===== config.mk =====
export PLATFORM = sky130hd
export DESIGN_NAME = riscv_v_alu_wb_fifo
export DESIGN_NICKNAME = d
export VERILOG_FILES = /design/src/rtl/riscv_v_alu_wb_fifo.sv
export SDC_FILE = /design/constraint.sdc
export NUM_CORES = 1
export LEC_CHECK = 0
export BUFFER_PORTS_ARGS = -buffer_cell sky130_fd_sc_hd__buf_2
export CORE_MARGIN = 5
export CORE_UTILIZATION = 45
export CTS_CLUSTER_SIZE = 25
export DETAILED_ROUTE_END_ITERATION = 7
export SLEW_MARGIN = 20
export SYNTH_ARGS = -nofsm -noshare
export SYNTH_HDL_FRONTEND = slang
export SYNTH_SLANG_ARGS = --single-unit

===== constraint.sdc =====
create_clock -name clk -period 40.5 [get_ports clk]
set_input_delay 2.025 -clock clk [delete_from_list [all_inputs] [get_ports clk]]
set_output_delay 2.025 -clock clk [all_outputs]
set_load 0.03 [all_outputs]

===== src/rtl/riscv_v_alu_wb_fifo.sv =====
// riscv_v_alu_wb_fifo: in-order writeback buffer behind the vector ALU.
// Queues {result, zf, of, cf} and hands the entries to the register-file
// writeback port over a valid/ready handshake. Sticky ovf_err marks a drop.
// Ports: clk, rst (sync, active-high); in_valid/in_ready/in_result/in_zf/
// in_of/in_cf from the ALU; out_valid/out_ready/out_result/out_zf/out_of/
// out_cf to writeback; count = occupancy; ovf_err = sticky drop flag.
// Optional: define RISCV_V_ALU_WB_FIFO_BYPASS_EN for an empty-buffer bypass.
module riscv_v_alu_wb_fifo #(
  parameter int DEPTH  = 4,
  parameter int DATA_W = 128,
  parameter int FLAG_W = 16,
  parameter int CNT_W  = $clog2(DEPTH + 1)
) (
  input  logic              clk,
  input  logic              rst,
  input  logic              in_valid,
  output logic              in_ready,
  input  logic [DATA_W-1:0] in_result,
  input  logic [FLAG_W-1:0] in_zf,
  input  logic [FLAG_W-1:0] in_of,
  input  logic [FLAG_W-1:0] in_cf,
  output logic              out_valid,
  input  logic              out_ready,
  output logic [DATA_W-1:0] out_result,
  output logic [FLAG_W-1:0] out_zf,
  output logic [FLAG_W-1:0] out_of,
  output logic [FLAG_W-1:0] out_cf,
  output logic [CNT_W-1:0]  count,
  output logic              ovf_err
);

  localparam int PTR_W = (DEPTH > 1) ? $clog2(DEPTH) : 1;
  localparam logic [PTR_W-1:0] PTR_LAST = PTR_W'(DEPTH - 1);
  localparam logic [CNT_W-1:0] CNT_FULL = CNT_W'(DEPTH);

  logic [DATA_W-1:0] mem_result [DEPTH];
  logic [FLAG_W-1:0] mem_zf     [DEPTH];
  logic [FLAG_W-1:0] mem_of     [DEPTH];
  logic [FLAG_W-1:0] mem_cf     [DEPTH];

  logic [PTR_W-1:0] wr_ptr;
  logic [PTR_W-1:0] rd_ptr;

  logic empty;
  logic bypass_take;
  logic push;
  logic pop;
  logic drop;

  function automatic logic [PTR_W-1:0] ptr_next(
    input logic [PTR_W-1:0] p
  );
    if (p == PTR_LAST) ptr_next = '0;
    else               ptr_next = p + 1'b1;
  endfunction

  // Readiness comes from registered count only; a pop never frees
  // a slot for a push in the same cycle.
  assign empty    = (count == '0);
  assign in_ready = (count != CNT_FULL);

`ifdef RISCV_V_ALU_WB_FIFO_BYPASS_EN
  // Empty buffer: the ALU result is visible at the output right away.
  // If writeback takes it, it never touches the storage.
  assign bypass_take = empty && in_valid && out_ready;

  always_comb begin
    out_valid  = 1'b0;
    out_result = '0;
    out_zf     = '0;
    out_of     = '0;
    out_cf     = '0;
    if (!empty) begin
      out_valid  = 1'b1;
      out_result = mem_result[rd_ptr];
      out_zf     = mem_zf[rd_ptr];
      out_of     = mem_of[rd_ptr];
      out_cf     = mem_cf[rd_ptr];
    end else if (in_valid) begin
      out_valid  = 1'b1;
      out_result = in_result;
      out_zf     = in_zf;
      out_of     = in_of;
      out_cf     = in_cf;
    end
  end
`else
  assign bypass_take = 1'b0;

  always_comb begin
    out_valid  = 1'b0;
    out_result = '0;
    out_zf     = '0;
    out_of     = '0;
    out_cf     = '0;
    if (!empty) begin
      out_valid  = 1'b1;
      out_result = mem_result[rd_ptr];
      out_zf     = mem_zf[rd_ptr];
      out_of     = mem_of[rd_ptr];
      out_cf     = mem_cf[rd_ptr];
    end
  end
`endif

  assign push = in_valid && in_ready && !bypass_take;
  assign pop  = !empty && out_ready;
  assign drop = in_valid && !in_ready;

  // Storage is not reset; only pointers and count define validity.
  always_ff @(posedge clk) begin
    if (!rst && push) begin
      mem_result[wr_ptr] <= in_result;
      mem_zf[wr_ptr]     <= in_zf;
      mem_of[wr_ptr]     <= in_of;
      mem_cf[wr_ptr]     <= in_cf;
    end
  end

  always_ff @(posedge clk) begin
    if (rst) begin
      wr_ptr  <= '0;
      rd_ptr  <= '0;
      count   <= '0;
      ovf_err <= 1'b0;
    end else begin
      if (push) wr_ptr <= ptr_next(wr_ptr);
      if (pop)  rd_ptr <= ptr_next(rd_ptr);
      unique case ({push, pop})
        2'b10:   count <= count + 1'b1;
        2'b01:   count <= count - 1'b1;
        default: count <= count;
      endcase
      if (drop) ovf_err <= 1'b1;
    end
  end

endmodule


==> results of run 1 <==
## cell usage after synthesis, types with 2 or more instances
cell      count
nor3b_1       4
nand3_1       2
nand2_1       3
buf_2        20
mux4_2      176
dfxtp_1      10
and2_1      176
clkbuf_1     23
or3_1         3
nor2_1        5
buf_6        17
a21oi_1       5
ha_1          6
edfxtp_1    704
xor2_1        2
inv_1         6
## worst register-to-register path, delay by kind of cell, from the launching register on
| family | cells | cell delay [ns] |
|---|---|---|
| buffers and inverters | 2 | 1.66 |
| AND/OR/NAND/NOR | 3 | 0.86 |
| flip-flops | 1 | 0.43 |
## report_power, final
part	switching, W	internal [W]	leakage, nW
sequential	0.0000224	0.000855	6.48
clock	0.000271	0.000406	1.18
combinational	0.000431	0.000227	3.25
## through the flow
step,total power [W],cells
final,0.00221,2415
after global routing,0.00231,2407
after CTS,0.00225,2403
after detailed placement,0.00157,2269
after global placement,0.00156,2269
after floorplan,0.00138,1171
## routing by layer
metal	up-vias	routed length [um]
li1	5612	-
met1	6766	23200
met2	321	28000
met3	84	4050
met4	18	881
met5	-	118
## state kept, by name (all words and copies together) (netlist names), named ones only
signal,count
mem_result,512
mem_cf,64
mem_of,64
mem_zf,64
count,3
rd_ptr,2
wr_ptr,2
ovf_err,1
## cell families after synthesis
| kind of cell | count (synthesis) | share of synthesized area |
|---|---|---|
| flops | 714 | 0.788 |
| xor+xnor | 2 | 0.000647 |
| fa+ha+maj | 7 | 0.00351 |
| simple gates | 195 | 0.0444 |
| buf+inv | 67 | 0.0150 |
| compound gates | 9 | 0.00199 |
| mux | 177 | 0.147 |
## area by class of cell
class | instances | area (um2)
Tap cell | 782 | 978
Multi-Input combinational cell | 390 | 5370
Timing Repair Buffer | 378 | 1990
Clock buffer | 98 | 1990
Clock inverter | 36 | 449
Fill cell | 4670 | 27800
Antenna cell | 11 | 27.5
Sequential cell | 714 | 21300
Inverter | 6 | 22.5
## cells in the final DEF (no fill, tap or decap), drive strengths merged, types with 2 or more instances in the layout
cell	instances
a21oi	5
nand2	3
clkinv	21
nor2	5
nor3b	4
dfxtp	10
clkinvlp	3
nand3	2
clkbuf	98
xor2	2
or3	3
ha	6
diode	11
mux4	176
edfxtp	704
inv	9
bufinv	9
and2	176
buf	378
## worst paths after layout
kind,start,endpoint,slack [ns]
worst max register to register,count[0],mem_result[0][72],37.07
worst max-delay path,register,out_result[60],35.06
worst min-delay path,rd_ptr[1],register,0.47
worst min register to register,rd_ptr[1],register,0.47
==> impl_metrics.ini, run 1 <==
[run_status]
outcome = finished, final reports clean

[timing]
relSlewSlack = 0.324
clock_skew_ns = 0.0186
finalCritPeriodShare = 0.134
holdWs_ns = 0.465
rsz0062_at_grt = false
timing.fmax_mhz = 184
worst_slack_ns = 35.06
setup_tns_ns = 0
slew_violations = 0
layout_min_cycle_time_ns = 5.44
tightest_slew_ns = 1.01
hold_viol_final = 0
setup_violations = 0

[power_and_ir_drop]
ir_drop_v = 0.0000492
p_per_area_nw_per_um2 = 68.8
power.leakage_nw = 10.9

[cts]
ctsResizeCount = 0
clk_path_buf_depth = 3
cts_buffers = 74
cts.sinks = 714
ctsHoldBuffers = 0
post_cts_buffers = 0
clockRootBuffer = clkbuf_16
h-tree-depth = 3
clkTransAtPathRegs_ns = 0.05
cts_tree = yes
clk_latency_ns = 0.61

[worst_setup_path]
cp_top_family = buffers and inverters
path_class = reg -> out
arrival_ns = 3.41
ff2ff_path_depth = 5
crit_chain = buf_4 -> buf_16 -> mux4_2 -> and2_1 -> buf_2
cp_num_cells = 5
cp.required_ns = 38.47
crit_path_max_fanout = 46
cp-start-kind = register
cp-end-kind = output pin
slowest_delay_ns = 0.97
slowest_stage = dfxtp_4
cp_num_buf_inv = 3

[detailed_routing]
wire_per_inst_um = 23.3
ant_nets = 0
first_iter_violations = 714
wirelength_mm = 56.3
drc_errors = 0
via_count = 12801
vias_per_cell = 5.30
firstDrtPassIters = 5

[global_route]
top_usage_layer = met2
grt_first_pass_wirelength_mm = 85.8
grt_pass1_vias = 13892
antenna_found_initial = 18
grt_max_degree = 121
grtUsageMet2 = 0.281
groute.usage.overall = 0.171
gr-usage-met1 = 0.225
gr-total-overflow = 0
met3_usage = 0.0535

[placement]
io_buffers = 361
dp_hpwl_mm = 32.1
gp_congestion = 0.712
pre_cts_slack_ns = 35.38
placed_cell_area_um2 = 29700

[synth]
syn_nets = 1358
yosys.area.top_type = edfxtp_1
ys_seq_area_frac = 0.788
yosys_warnings = 0
synth_ff_type = edfxtp_1
avgSynthCellArea_um2 = 23.1
syn_area_um2 = 27100
synth_area_leaders = edfxtp_1 78%, mux4_2 15%, and2_1 4.1%, dfxtp_1 0.74%, buf_6 0.71%
ys_types = 25
postSynth.asyncResetShare = 0
synth_cells = 1171
synth_edf_count = 704
yosys_register_bits = 714
synth_top_area_frac = 0.780

[floorplan]
die_w_um = 255
chipHeight_um = 255
rows = 90
core_area_um2 = 60000
pin_count = 362
dieArea_um2 = 65200
start_util = 0.451

[cells_and_area]
nets = 1751
drive_above_1_share = 0.411
final_area_um2 = 32200
area_delta_synth_final_pct = 18.8
final_util = 0.536

[hold_path]
holdPathStages = 2
min_path_type = reg -> reg

[job]
max-cap-violations = 0
(Power assumes the default switching activity.)
==> run 2: changes to the inputs <==
==> constraint.sdc (replaced) <==
create_clock -name clk -period 5.31 [get_ports clk]
set_input_delay 0.2655 -clock clk [delete_from_list [all_inputs] [get_ports clk]]
set_output_delay 0.2655 -clock clk [all_outputs]
set_load 0.03 [all_outputs]
==> impl_metrics.ini, run 2 (synthesis results as in run 1) <==
[power_and_ir_drop]
p_total_w = 0.0167
power.leakage_nw = 11.6
ir_drop_v = 0.000506
p_per_area_nw_per_um2 = 494
p_switching_w = 0.00555
comb_power_share = 0.312
internal-power_w = 0.0112
swShare = 0.332
clock_power_share = 0.291
seqPwrFrac = 0.398

[worst_setup_path]
crit_chain = buf_12 -> mux4_2 -> and2_1 -> buf_2
cp-end-kind = output pin
slowest_delay_ns = 0.70
cp.required_ns = 5.04
cp_num_buf_inv = 2
cp_top_family = flip-flops
arrival_ns = 2.89
cp-start-kind = register
path_class = reg -> out
slowest_stage = dfxtp_4
crit_path_max_fanout = 67

[cells_and_area]
final_cell_mix = 704 x edfxtp_1, 361 x buf_2, 178 x dlygate4sd3_1, 176 x mux4_2, 176 x and2_1
fillCellCount = 4596
register_area_um2 = 21400
drive_above_1_share = 0.367
nets = 1928
fin_cells = 2588
final_util = 0.565
area_delta_synth_final_pct = 25.2
regMostFlops = mem_result
final_common_cell = edfxtp_1
largest_reg_flops = 512
multi_input_area_um2 = 5410

[placement]
dp_cells = 2269
io_buffers = 361
gp_congestion = 0.715
dp_hpwl_mm = 32.0

[timing]
setup_violations = 0
tightest_slew_ns = 1.04
clock_skew_ns = 0.0138
finalCritPeriodShare = 0.594
hold_viol_final = 0
timing.fmax_mhz = 317
slew_violations = 0
relSlewSlack = 0.309
rsz0062_at_grt = false
layout_min_cycle_time_ns = 3.15

[hold_path]
min_path_type = in -> reg

[floorplan]
core_area_um2 = 60000
start_util = 0.451
die_w_um = 255
rows = 90
dieArea_um2 = 65200
pin_count = 362
chipHeight_um = 255

[detailed_routing]
drc_errors = 0
wire_per_inst_um = 22.2
via_count = 13395
vias_per_cell = 5.18
wirelength_mm = 57.5
firstDrtPassIters = 4
ant_nets = 0
first_iter_violations = 733

[job]
max-cap-violations = 0

[global_route]
gr-total-overflow = 0
grt_pass1_vias = 14908
grt_first_pass_wirelength_mm = 88.4
groute.usage.overall = 0.175
grt_max_degree = 150
antenna_found_initial = 10

[cts]
clockRootBuffer = clkbuf_16
clkTransAtPathRegs_ns = 0.06
h-tree-depth = 3
clk_latency_ns = 0.59
cts.sinks = 714
cts_tree = yes
cts_buffers = 74
clk_path_buf_depth = 3

[run_status]
outcome = finished, final reports clean
==> run 2: final timing paths <==
kind         slack [ns]  cells past startpoint  startpoint                end
min reg2reg        0.48                      2   rd_ptr[1]           register
min                0.04                      2         rst            ovf_err
max reg2reg        2.75                      4    count[2]  mem_result[0][63]
max                2.16                      4    register     out_result[87]
==> run 2: through the flow <==
stage	instance area (um2)	TNS (ns)	hold WS (ns)	setup WS, ns
finish	33900	0	0.0439	2.16
global route	33900	0	0.0326	1.95
CTS	33900	0	0.00260	2.05
detailed placement	29800	0	0.471	2.70
global placement	29800	0	0.465	2.67
floorplan	27200	-290.26	0.364	-0.436
==> run 2: final cells by class <==
class | instances | area share
flip-flops and latches | 714 | 0.630
multi-input cells | 390 | 0.160
repair buffers | 555 | 0.113
clock buffers | 105 | 0.0602
well taps | 782 | 0.0289
clock inverters | 28 | 0.00712
inverters | 6 | 0.000664
diodes | 8 | 0.000590
==> run 2: power groups by stage <==
stage | registers, W | logic, W | clock network [W]
CTS | 0.00667 | 0.00535 | 0.00500
detailed placement | 0.00678 | 0.00522 | 0
global placement | 0.00677 | 0.00520 | 0
floorplan | 0.00674 | 0.00368 | 0
global route | 0.00669 | 0.00557 | 0.00523
finish | 0.00666 | 0.00521 | 0.00486
==> run 2: layer usage <==
layer | share of wire | up-vias | wire length [um] | track usage
li1 | - | 5954 | - | -
met1 | 0.42 | 7009 | 24100 | 0.233
met2 | 0.50 | 347 | 28500 | 0.288
met3 | 0.064 | 81 | 3700 | 0.0464
met4 | 0.019 | 4 | 1100 | 0.0483
met5 | 0.00037 | - | 21 | 0
==> run 2: what timing repair did <==
item	in CTS	in global routing
gates resized for setup	0	0
hold buffers	178	0
endpoints found under the hold margin	707	0
buffers inserted	0	0
==> run 3: changes to the inputs <==
==> constraint.sdc (replaced) <==
create_clock -name clk -period 3.3 [get_ports clk]
set_input_delay 0.165 -clock clk [delete_from_list [all_inputs] [get_ports clk]]
set_output_delay 0.165 -clock clk [all_outputs]
set_load 0.03 [all_outputs]
==> impl_metrics.ini, run 3 (synthesis results as in run 1) <==
[run_status]
outcome = finished, final reports clean

[timing]
rsz0062_at_grt = false
relSlewSlack = 0.478
tightest_slew_ns = 0.783
clock_skew_ns = 0.0176
layout_min_cycle_time_ns = 2.81
finalCritPeriodShare = 0.851
timing.fmax_mhz = 356
setup_violations = 0
slew_violations = 0
hold_viol_final = 0

[cells_and_area]
final_util = 0.572
nets = 1942
final_common_cell = edfxtp_1
final_cell_mix = 704 x edfxtp_1, 361 x buf_2, 180 x dlygate4sd3_1, 176 x mux4_2, 176 x and2_1
area_delta_synth_final_pct = 26.8
fillCellCount = 4507
regMostFlops = mem_result
drive_above_1_share = 0.379
largest_reg_flops = 512

[floorplan]
rows = 90
core_area_um2 = 60000
die_w_um = 255
chipHeight_um = 255
dieArea_um2 = 65200
pin_count = 362
start_util = 0.451

[global_route]
grt_pass1_vias = 14971
antenna_found_initial = 13
groute.usage.overall = 0.175
gr-total-overflow = 0
grt_max_degree = 106
grt_first_pass_wirelength_mm = 89.1

[power_and_ir_drop]
p_total_w = 0.0277
p_per_area_nw_per_um2 = 806
power.leakage_nw = 11.8
ir_drop_v = 0.000726

[worst_setup_path]
cp-start-kind = register
crit_path_max_fanout = 21
slowest_delay_ns = 0.65
path_class = reg -> out
crit_chain = buf_4 -> mux4_2 -> and2_1 -> buf_2
rrSetupSlack_ns = 1.03
arrival_ns = 2.64
cp-end-kind = output pin
slowest_stage = dfxtp_4
cp.required_ns = 3.13

[detailed_routing]
wire_per_inst_um = 21.7
via_count = 13461
firstDrtPassIters = 5
drc_errors = 0
wirelength_mm = 56.6
vias_per_cell = 5.17
ant_nets = 0
first_iter_violations = 737

[cts]
h-tree-depth = 3
cts_buffers = 76
cts_tree = yes
clk_latency_ns = 0.59
clockRootBuffer = clkbuf_16
clk_path_buf_depth = 3
ctsResizeCount = 0
cts.sinks = 714
clkTransAtPathRegs_ns = 0.06

[placement]
gp_congestion = 0.734
io_buffers = 361
dp_hpwl_mm = 32.6

[hold_path]
min_path_type = in -> reg

[job]
max-cap-violations = 0
## run 3: cell count changes in the layout (fill, tap and decap cells not counted)
cell	change
buf_12	+9
buf_4	+1
bufinv_16	+6
clkbuf_1	-20
clkbuf_16	+3
clkbuf_8	-3
clkinv_1	+6
clkinv_2	+3
clkinv_4	+2
clkinv_8	-1
clkinvlp_4	+7
diode_2	+2
dlygate4sd3_1	+2
inv_6	+1
## run 3: final timing paths
check	cells past startpoint	endpoint	start
min reg2reg	2	ovf_err	ovf_err
min	2	mem_result[2][123]	in_result[123]
max reg2reg	8	count[2]	count[2]
max	4	out_result[124]	register
## run 3: per-stage QoR
| step | worst slack [ns] | instances | area, um2 | setup TNS, ns | hold slack [ns] |
|---|---|---|---|---|---|
| global placement | 1.02 | 2279 | 30000 | 0 | 0.372 |
| global route | 0.263 | 2604 | 34400 | 0 | 0.299 |
| floorplan | -2.45 | 1171 | 27200 | -1705.30 | 0.264 |
| detailed placement | 1.02 | 2279 | 30000 | 0 | 0.380 |
| CTS | 0.357 | 2596 | 34300 | 0 | 0.263 |
| finish | 0.492 | 2606 | 34400 | 0 | 0.317 |
## run 3: timing repair
| action | CTS | global route |
|---|---|---|
| endpoints found under the hold margin | 714 | 0 |
| hold buffers | 180 | 0 |
| setup buffers | 0 | 0 |
## run 3: layout make-up
class	count	area, um2	area share
antenna	10	25.0	0.000728
clock buffer	85	2000	0.0582
clock inverter	52	522	0.0152
inverter	6	22.5	0.000655
multi-input combinational	390	5410	0.158
sequential	714	21400	0.622
tap	782	978	0.0285
timing repair buffer	567	4040	0.118
## run 3: worst max-delay path: cells and delay by family (launching register included)
family / cells / cell delay, ns
buf+inv: 2 / 0.65
mux: 1 / 0.56
simple gates: 1 / 0.17
flops: 1 / 0.65
## run 3: per-layer routing
metal	global-route usage	routed length, um
met1	0.235	23700
met2	0.288	28100
met3	0.0473	3820
met4	0.0457	949
met5	0	34
## run 3: power breakdown
group	internal [W]	switching, W
sequential	0.0105	0.000183
combinational	0.00308	0.00549
clock	0.00508	0.00336
total	0.0187	0.00903
